## src/rtl/axi4_lite_reg_pkg.sv

```systemverilog
//------------------------------------------------------------------------------
// Module   : axi4_lite_reg_pkg
// Brief    : Shared types, response codes and address decode for the register file.
// Revision : 1.0
//------------------------------------------------------------------------------
`default_nettype none

package axi4_lite_reg_pkg;

    typedef enum logic [1:0] {
        REG_RW,
        REG_RO,
        REG_W1C
    } reg_mode_t;

    localparam logic [1:0] RESP_OKAY   = 2'b00;
    localparam logic [1:0] RESP_SLVERR = 2'b10;

    // Word index of a byte address; byte-offset bits are simply shifted out.
    function automatic logic [31:0] reg_index(input logic [31:0] addr,
                                              input int unsigned byte_shift);
        return addr >> byte_shift;
    endfunction

endpackage

`default_nettype wire

```

## src/rtl/aix4_lite_if.sv

```systemverilog
//------------------------------------------------------------------------------
// Module   : aix4_lite_if
// Brief    : AXI4-Lite bus bundle with master and slave modports.
// Revision : 1.0
//------------------------------------------------------------------------------
`default_nettype none

interface aix4_lite_if #(
    parameter int ADDR_BIT_WIDTH = 5,
    parameter int DATA_BIT_WIDTH = 32
);

    logic [ADDR_BIT_WIDTH-1:0]   awaddr;
    logic [2:0]                  awprot;
    logic                        awvalid;
    logic                        awready;
    logic [DATA_BIT_WIDTH-1:0]   wdata;
    logic [DATA_BIT_WIDTH/8-1:0] wstrb;
    logic                        wvalid;
    logic                        wready;
    logic [1:0]                  bresp;
    logic                        bvalid;
    logic                        bready;
    logic [ADDR_BIT_WIDTH-1:0]   araddr;
    logic [2:0]                  arprot;
    logic                        arvalid;
    logic                        arready;
    logic [DATA_BIT_WIDTH-1:0]   rdata;
    logic [1:0]                  rresp;
    logic                        rvalid;
    logic                        rready;

    modport slv_port (
        input  awaddr, awprot, awvalid, output awready,
        input  wdata, wstrb, wvalid,    output wready,
        output bresp, bvalid,           input  bready,
        input  araddr, arprot, arvalid, output arready,
        output rdata, rresp, rvalid,    input  rready
    );

    modport mst_port (
        output awaddr, awprot, awvalid, input  awready,
        output wdata, wstrb, wvalid,    input  wready,
        input  bresp, bvalid,           output bready,
        output araddr, arprot, arvalid, input  arready,
        input  rdata, rresp, rvalid,    output rready
    );

endinterface

`default_nettype wire

```

## src/rtl/axi4_lite_reg_cell.sv

```systemverilog
//------------------------------------------------------------------------------
// Module   : axi4_lite_reg_cell
// Brief    : One register with RW / RO / W1C behaviour and a write-commit pulse.
// Revision : 1.0
//------------------------------------------------------------------------------
`default_nettype none

module axi4_lite_reg_cell
    import axi4_lite_reg_pkg::*;
#(
    parameter int                        DATA_BIT_WIDTH = 32,
    parameter reg_mode_t                 MODE           = REG_RW,
    parameter logic [DATA_BIT_WIDTH-1:0] RESET_VAL      = '0
) (
    input  wire logic                        i_clk,
    input  wire logic                        i_sync_rst_n,
    input  wire logic                        i_wr_en,
    input  wire logic [DATA_BIT_WIDTH-1:0]   i_wdata,
    input  wire logic [DATA_BIT_WIDTH/8-1:0] i_wstrb,
    input  wire logic [DATA_BIT_WIDTH-1:0]   i_ro_val,
    input  wire logic [DATA_BIT_WIDTH-1:0]   i_w1c_set,
    output logic      [DATA_BIT_WIDTH-1:0]   o_value,
    output logic                             o_wr_pulse
);

    localparam int c_num_bytes = DATA_BIT_WIDTH / 8;

    logic [DATA_BIT_WIDTH-1:0] r_value;
    logic                      r_wr_pulse;
    logic [DATA_BIT_WIDTH-1:0] w_mask;
    logic [DATA_BIT_WIDTH-1:0] w_clr;
    logic                      w_unused;

    for (genvar b = 0; b < c_num_bytes; b++) begin : g_mask
        assign w_mask[b*8 +: 8] = {8{i_wstrb[b]}};
    end

    assign w_clr    = i_wr_en ? (i_wdata & w_mask) : '0;
    assign w_unused = ^{i_ro_val, i_w1c_set};

    always_ff @(posedge i_clk) begin
        if (!i_sync_rst_n) begin
            r_value    <= RESET_VAL;
            r_wr_pulse <= 1'b0;
        end else begin
            r_wr_pulse <= i_wr_en && (|i_wstrb) && (MODE != REG_RO);
            case (MODE)
                REG_RW: begin
                    if (i_wr_en) begin
                        r_value <= (r_value & ~w_mask) | (i_wdata & w_mask);
                    end
                end
                // OR-ing the set after the clear lets hardware win a same-bit race
                REG_W1C: r_value <= (r_value & ~w_clr) | i_w1c_set;
                default: r_value <= RESET_VAL;
            endcase
        end
    end

    assign o_value    = (MODE == REG_RO) ? i_ro_val : r_value;
    assign o_wr_pulse = r_wr_pulse;

endmodule

`default_nettype wire

```

## src/rtl/axi4_lite_slv_reg_file.sv

```systemverilog
//------------------------------------------------------------------------------
// Module   : axi4_lite_slv_reg_file
// Brief    : AXI4-Lite slave exposing NUM_REGS moded registers to fabric logic.
// Revision : 1.0
//------------------------------------------------------------------------------
`default_nettype none

module axi4_lite_slv_reg_file
    import axi4_lite_reg_pkg::*;
#(
    parameter int                        DATA_BIT_WIDTH = 32,
    parameter int                        NUM_REGS       = 4,
    parameter int                        ADDR_BIT_WIDTH = 5,
    parameter reg_mode_t                 REG_MODES  [NUM_REGS] = '{default: REG_RW},
    parameter logic [DATA_BIT_WIDTH-1:0] RESET_VALS [NUM_REGS] = '{default: '0}
) (
    input  wire logic                                     i_clk,
    input  wire logic                                     i_sync_rst_n,
    aix4_lite_if.slv_port                                 s_axi,
    output logic      [NUM_REGS-1:0][DATA_BIT_WIDTH-1:0]  o_regs,
    input  wire logic [NUM_REGS-1:0][DATA_BIT_WIDTH-1:0]  i_ro_vals,
    input  wire logic [NUM_REGS-1:0][DATA_BIT_WIDTH-1:0]  i_w1c_set,
    output logic      [NUM_REGS-1:0]                      o_wr_pulse
);

    localparam int          c_strb_w     = DATA_BIT_WIDTH / 8;
    localparam int unsigned c_byte_shift = $clog2(c_strb_w);

    logic                      r_ready_en;
    logic                      r_aw_held;
    logic [ADDR_BIT_WIDTH-1:0] r_awaddr;
    logic                      r_w_held;
    logic [DATA_BIT_WIDTH-1:0] r_wdata;
    logic [c_strb_w-1:0]       r_wstrb;
    logic                      r_bvalid;
    logic [1:0]                r_bresp;
    logic                      r_rvalid;
    logic [DATA_BIT_WIDTH-1:0] r_rdata;
    logic [1:0]                r_rresp;

    logic                                    w_awready;
    logic                                    w_wready;
    logic                                    w_arready;
    logic                                    w_commit;
    logic [31:0]                             w_aw_idx;
    logic [31:0]                             w_ar_idx;
    logic                                    w_aw_hit;
    logic                                    w_ar_hit;
    logic [NUM_REGS-1:0]                     w_wr_en;
    logic [NUM_REGS-1:0][DATA_BIT_WIDTH-1:0] w_regs;
    logic [DATA_BIT_WIDTH-1:0]               w_rd_data;
    logic                                    w_unused;

    // r_ready_en keeps every ready low until the first edge after reset release
    assign w_awready = r_ready_en && !r_aw_held && !r_bvalid;
    assign w_wready  = r_ready_en && !r_w_held  && !r_bvalid;
    assign w_arready = r_ready_en && !r_rvalid;
    assign w_commit  = r_aw_held && r_w_held;

    assign w_aw_idx = reg_index(32'(r_awaddr), c_byte_shift);
    assign w_ar_idx = reg_index(32'(s_axi.araddr), c_byte_shift);
    assign w_aw_hit = (w_aw_idx < NUM_REGS);
    assign w_ar_hit = (w_ar_idx < NUM_REGS);
    assign w_unused = ^{s_axi.awprot, s_axi.arprot};

    for (genvar i = 0; i < NUM_REGS; i++) begin : g_cell
        assign w_wr_en[i] = w_commit && (w_aw_idx == 32'(i));

        axi4_lite_reg_cell #(
            .DATA_BIT_WIDTH (DATA_BIT_WIDTH),
            .MODE           (REG_MODES[i]),
            .RESET_VAL      (RESET_VALS[i])
        ) u_cell (
            .i_clk        (i_clk),
            .i_sync_rst_n (i_sync_rst_n),
            .i_wr_en      (w_wr_en[i]),
            .i_wdata      (r_wdata),
            .i_wstrb      (r_wstrb),
            .i_ro_val     (i_ro_vals[i]),
            .i_w1c_set    (i_w1c_set[i]),
            .o_value      (w_regs[i]),
            .o_wr_pulse   (o_wr_pulse[i])
        );
    end

    always_comb begin
        w_rd_data = '0;
        for (int i = 0; i < NUM_REGS; i++) begin
            if (w_ar_idx == 32'(i)) begin
                w_rd_data = w_regs[i];
            end
        end
    end

    always_ff @(posedge i_clk) begin
        if (!i_sync_rst_n) begin
            r_ready_en <= 1'b0;
            r_aw_held  <= 1'b0;
            r_awaddr   <= '0;
            r_w_held   <= 1'b0;
            r_wdata    <= '0;
            r_wstrb    <= '0;
            r_bvalid   <= 1'b0;
            r_bresp    <= RESP_OKAY;
            r_rvalid   <= 1'b0;
            r_rdata    <= '0;
            r_rresp    <= RESP_OKAY;
        end else begin
            r_ready_en <= 1'b1;

            if (s_axi.awvalid && w_awready) begin
                r_aw_held <= 1'b1;
                r_awaddr  <= s_axi.awaddr;
            end
            if (s_axi.wvalid && w_wready) begin
                r_w_held <= 1'b1;
                r_wdata  <= s_axi.wdata;
                r_wstrb  <= s_axi.wstrb;
            end

            // Readys are low while both are held, so no new capture races the clear
            if (w_commit) begin
                r_aw_held <= 1'b0;
                r_w_held  <= 1'b0;
                r_bvalid  <= 1'b1;
                r_bresp   <= w_aw_hit ? RESP_OKAY : RESP_SLVERR;
            end else if (r_bvalid && s_axi.bready) begin
                r_bvalid <= 1'b0;
            end

            if (s_axi.arvalid && w_arready) begin
                r_rvalid <= 1'b1;
                r_rdata  <= w_ar_hit ? w_rd_data : '0;
                r_rresp  <= w_ar_hit ? RESP_OKAY : RESP_SLVERR;
            end else if (r_rvalid && s_axi.rready) begin
                r_rvalid <= 1'b0;
            end
        end
    end

    assign s_axi.awready = w_awready;
    assign s_axi.wready  = w_wready;
    assign s_axi.bvalid  = r_bvalid;
    assign s_axi.bresp   = r_bresp;
    assign s_axi.arready = w_arready;
    assign s_axi.rvalid  = r_rvalid;
    assign s_axi.rdata   = r_rdata;
    assign s_axi.rresp   = r_rresp;
    assign o_regs        = w_regs;

endmodule

`default_nettype wire
```

## src/flat_wrapper.sv

```systemverilog
// flat-port wrapper written by rule: the top's interface ports become plain ports
module axi4_lite_slv_reg_file_flat import axi4_lite_reg_pkg::*;
#(
    parameter int                        DATA_BIT_WIDTH = 32,
    parameter int                        NUM_REGS       = 4,
    parameter int                        ADDR_BIT_WIDTH = 5,
    parameter reg_mode_t                 REG_MODES  [NUM_REGS] = '{default: REG_RW},
    parameter logic [DATA_BIT_WIDTH-1:0] RESET_VALS [NUM_REGS] = '{default: '0}
)
  (i_clk, i_sync_rst_n, o_regs, i_ro_vals, i_w1c_set, o_wr_pulse, s_axi_awaddr, s_axi_awprot, s_axi_awvalid, s_axi_awready, s_axi_wdata, s_axi_wstrb, s_axi_wvalid, s_axi_wready, s_axi_bresp, s_axi_bvalid, s_axi_bready, s_axi_araddr, s_axi_arprot, s_axi_arvalid, s_axi_arready, s_axi_rdata, s_axi_rresp, s_axi_rvalid, s_axi_rready);
  aix4_lite_if #(.ADDR_BIT_WIDTH(ADDR_BIT_WIDTH), .DATA_BIT_WIDTH(DATA_BIT_WIDTH)) s_axi_i ();
  input  wire logic i_clk;
  input  wire logic i_sync_rst_n;
  output logic      [NUM_REGS-1:0][DATA_BIT_WIDTH-1:0] o_regs;
  input  wire logic [NUM_REGS-1:0][DATA_BIT_WIDTH-1:0] i_ro_vals;
  input  wire logic [NUM_REGS-1:0][DATA_BIT_WIDTH-1:0] i_w1c_set;
  output logic      [NUM_REGS-1:0] o_wr_pulse;
  input wire logic [$bits(s_axi_i.awaddr)-1:0] s_axi_awaddr;
  input wire logic [$bits(s_axi_i.awprot)-1:0] s_axi_awprot;
  input wire logic [$bits(s_axi_i.awvalid)-1:0] s_axi_awvalid;
  output wire logic [$bits(s_axi_i.awready)-1:0] s_axi_awready;
  input wire logic [$bits(s_axi_i.wdata)-1:0] s_axi_wdata;
  input wire logic [$bits(s_axi_i.wstrb)-1:0] s_axi_wstrb;
  input wire logic [$bits(s_axi_i.wvalid)-1:0] s_axi_wvalid;
  output wire logic [$bits(s_axi_i.wready)-1:0] s_axi_wready;
  output wire logic [$bits(s_axi_i.bresp)-1:0] s_axi_bresp;
  output wire logic [$bits(s_axi_i.bvalid)-1:0] s_axi_bvalid;
  input wire logic [$bits(s_axi_i.bready)-1:0] s_axi_bready;
  input wire logic [$bits(s_axi_i.araddr)-1:0] s_axi_araddr;
  input wire logic [$bits(s_axi_i.arprot)-1:0] s_axi_arprot;
  input wire logic [$bits(s_axi_i.arvalid)-1:0] s_axi_arvalid;
  output wire logic [$bits(s_axi_i.arready)-1:0] s_axi_arready;
  output wire logic [$bits(s_axi_i.rdata)-1:0] s_axi_rdata;
  output wire logic [$bits(s_axi_i.rresp)-1:0] s_axi_rresp;
  output wire logic [$bits(s_axi_i.rvalid)-1:0] s_axi_rvalid;
  input wire logic [$bits(s_axi_i.rready)-1:0] s_axi_rready;
  assign s_axi_i.awaddr = s_axi_awaddr;
  assign s_axi_i.awprot = s_axi_awprot;
  assign s_axi_i.awvalid = s_axi_awvalid;
  assign s_axi_awready = s_axi_i.awready;
  assign s_axi_i.wdata = s_axi_wdata;
  assign s_axi_i.wstrb = s_axi_wstrb;
  assign s_axi_i.wvalid = s_axi_wvalid;
  assign s_axi_wready = s_axi_i.wready;
  assign s_axi_bresp = s_axi_i.bresp;
  assign s_axi_bvalid = s_axi_i.bvalid;
  assign s_axi_i.bready = s_axi_bready;
  assign s_axi_i.araddr = s_axi_araddr;
  assign s_axi_i.arprot = s_axi_arprot;
  assign s_axi_i.arvalid = s_axi_arvalid;
  assign s_axi_arready = s_axi_i.arready;
  assign s_axi_rdata = s_axi_i.rdata;
  assign s_axi_rresp = s_axi_i.rresp;
  assign s_axi_rvalid = s_axi_i.rvalid;
  assign s_axi_i.rready = s_axi_rready;
  axi4_lite_slv_reg_file #(.DATA_BIT_WIDTH(DATA_BIT_WIDTH), .NUM_REGS(NUM_REGS), .ADDR_BIT_WIDTH(ADDR_BIT_WIDTH), .REG_MODES(REG_MODES), .RESET_VALS(RESET_VALS)) u_core (.i_clk(i_clk), .i_sync_rst_n(i_sync_rst_n), .s_axi(s_axi_i), .o_regs(o_regs), .i_ro_vals(i_ro_vals), .i_w1c_set(i_w1c_set), .o_wr_pulse(o_wr_pulse));
endmodule
```

## config.mk

```make
export PLATFORM = sky130hd
export DESIGN_NAME = axi4_lite_slv_reg_file_flat
export DESIGN_NICKNAME = d
export VERILOG_FILES = /design/src/rtl/axi4_lite_reg_pkg.sv /design/src/rtl/aix4_lite_if.sv /design/src/rtl/axi4_lite_reg_cell.sv /design/src/rtl/axi4_lite_slv_reg_file.sv /design/src/flat_wrapper.sv
export SDC_FILE = /design/constraint.sdc
export NUM_CORES = 1
export LEC_CHECK = 0
export CELL_PAD_IN_SITES_DETAIL_PLACEMENT = 2
export CELL_PAD_IN_SITES_GLOBAL_PLACEMENT = 2
export CORE_ASPECT_RATIO = 0.9
export CORE_MARGIN = 3
export CORE_UTILIZATION = 23
export CTS_CLUSTER_SIZE = 14
export DETAILED_ROUTE_END_ITERATION = 8
export PLACE_DENSITY_LB_ADDON = 0.25
export RECOVER_POWER = 25
export SLEW_MARGIN = 40
export SYNTH_ARGS = -nofsm -noshare
export SYNTH_HDL_FRONTEND = slang
export SYNTH_SLANG_ARGS = --single-unit
```

## constraint.sdc

```tcl
create_clock -name i_clk -period 4.55 [get_ports i_clk]
set_clock_uncertainty 0.05 [all_clocks]
set_input_delay 1.365 -clock i_clk [delete_from_list [all_inputs] [get_ports i_clk]]
set_output_delay 1.365 -clock i_clk [all_outputs]
set_load 0.01 [all_outputs]
```

==> results.json <==
{
  "nNetsFinal": 1427,
  "drc": 0,
  "core-area_sq_um": 37600,
  "grt_pass1_wl_mm": 52.6,
  "numCtsBuffers": 25,
  "hold_buffers": 0,
  "drtIter0Drc": 301,
  "clk_latency_ns": 0.53,
  "fillers": 4126,
  "cellLeakagePower_nw": 4.12,
  "firstDrtPassIters": 4,
  "initial_core_util": 0.235,
  "setup_viol": 0,
  "clockBufferDepth": 3,
  "grt_overflow_total": 0,
  "max-slew-margin-rel": 0.151,
  "worst_ep_required_time_ns": 4.98,
  "place_hpwl_mm": 23.8,
  "grt_max_degree": 118,
  "critPathKind": "input port to flop",
  "postCtsSetupBuffers": 0,
  "fin_setup_tns_ns": 0,
  "final_common_cell": "clkdlybuf4s50_1",
  "globalplace.congestion": 0.724,
  "post_cts_resized": 0,
  "hold_path.class": "flop to flop",
  "ys_seq_area_frac": 0.476,
  "io_pins": 488,
  "final_cell_mix": "clkdlybuf4s50_1, dfxtp_1, nand2_1",
  "sequential_cell_area_sq_um": 4200,
  "synth_seq_cells": 210,
  "via_count": 7645,
  "dieHeight_microns": 192,
  "drive_gt1_frac": 0.0656,
  "fin_crit_ns": 3.20,
  "ant_nets": 0,
  "rows": 67,
  "status": "finished clean",
  "final_hold_viol_count": 0,
  "wl_per_cell_microns": 21.9,
  "via_per_inst": 4.75,
  "synthToLayoutAreaGrowth_pct": 38.4,
  "die_area_sq_um": 40800,
  "finalCritPeriodShare": 0.703,
  "rsz0062_at_grt": "false",
  "cts.htree.levels": 1,
  "slew_violations": 0,
  "diodes": 0,
  "synth_flop_cell": "dfxtp_1",
  "tightest_slew_ns": 1.27,
  "wirelength_mm": 35.3,
  "worstPathMaxFanout": 117,
  "yosys_warnings": 0,
  "powerDensity_nw_per_um2": 348,
  "synth_edf_count": 0,
  "ys_types": 36,
  "fmax_mhz": 313,
  "antenna_found_initial": 5,
  "drv_cap": 0,
  "synthCells": 935,
  "cts_tree": "yes",
  "crit_path_start_kind": "input port",
  "async_flop_share": 0,
  "vdd_drop_max_uv": 209,
  "design_area_sq_um": 12200,
  "clkTransAtPathRegs_ns": 0.06,
  "whs_ns": 0.419,
  "grtUsageTotal": 0.170,
  "syn_area_per_cell_sq_um": 9.45,
  "grt_pass1_vias": 8165,
  "critPathArrivalTime_ns": 3.62,
  "cp-end-kind": "flop",
  "multiInputGateArea_sq_um": 4310,
  "die_w_microns": 213,
  "cts-root-buf": "clkbuf_16",
  "postPlaceCellArea_sq_um": 11400,
  "io_buffer_count": 219,
  "synth.cell_area_sq_um": 8840,
  "clkSinkCount": 210
}
-- worst paths after layout --
check / slack (ns) / to / cells past startpoint / startpoint
setup / recovery: 1.35 / u_core.s_axi.rdata[30]$_SDFFE_PN0P_ / 5 / i_sync_rst_n
hold / removal: 0.42 / u_core.r_wdata[18]$_SDFFE_PN0P_ / 2 / u_core.r_wdata[18]$_SDFFE_PN0P_
hold reg to reg: 0.42 / u_core.r_wdata[18]$_SDFFE_PN0P_ / 2 / u_core.r_wdata[18]$_SDFFE_PN0P_
setup reg to reg: 2.39 / flop / 3 / u_core.r_awaddr[2]$_SDFFE_PN0P_
-- critical path, stage by stage --
cell	delay, ns
clkbuf_1	0.91
buf_12	0.47
nor3b_2	0.29
buf_4	0.36
a22o_1	0.19
-- cell families (layout without fill, tap and decap cells) --
family                 Yosys count  after routing  synth area share
AO/OA/AOI/OAI                  202            202             0.154
buffers and inverters           82            274            0.0419
flip-flops                     210            210             0.476
multiplexers                   132            132             0.149
other                            1              2          0.000424
AND/OR/NAND/NOR                308            308             0.179
-- power breakdown --
| group | leakage (nW) | internal, W | total (W) | switching, W |
|---|---|---|---|---|
| logic | 2.00 | 0.000114 | 0.000283 | 0.000169 |
| registers | 1.70 | 0.00186 | 0.00189 | 0.0000252 |
| clock network | 0.418 | 0.00127 | 0.00209 | 0.000822 |
| total | 4.12 | 0.00325 | 0.00426 | 0.00102 |
-- stage by stage --
stage / worst slack (ns) / std cells / power, W / util
after floorplan: 2.08 / 936 / 0.00208 / -
after global placement: 1.34 / 1568 / 0.00221 / 0.303
after detailed placement: 1.41 / 1568 / 0.00222 / 0.304
after CTS: 1.33 / 1611 / 0.00434 / 0.326
after global routing: 1.13 / 1611 / 0.00445 / 0.326
final: 1.35 / 1611 / 0.00426 / 0.326
-- per-layer routing --
metal  track usage  vias to the layer above  wire length, microns
met5             0                        -                    69
met1         0.237                     3787                 17100
met3        0.0710                       37                  3370
met4        0.0235                       10                   374
li1              -                     3607                     -
met2         0.250                      204                 14400
-- Yosys cell counts, types with 6 or more instances --
library cell  instances  area [sq um]
nand2_1             195           732
dfxtp_1             210          4200
nor2b_1               6          37.5
mux2i_1             132          1320
o21ai_0              64           320
o22ai_1              32           200
a21boi_0             59           443
nor2_8                6           120
nor3b_1              33           248
a22o_1               32           280
nand3_1              37           185
buf_2                17          85.1
buf_4                 7          52.6
nand3b_1              6          45.0
clkbuf_1             51           191
a21boi_1             13          97.6
-- cell type report --
class                      count  share of cell area
clock inverter                 8             0.00941
timing repair buffer         231               0.186
multi-input combinational    644               0.352
sequential                   210               0.344
clock buffer                  35              0.0591
tap                          483              0.0494
Power figures use the tool's default switching activity.
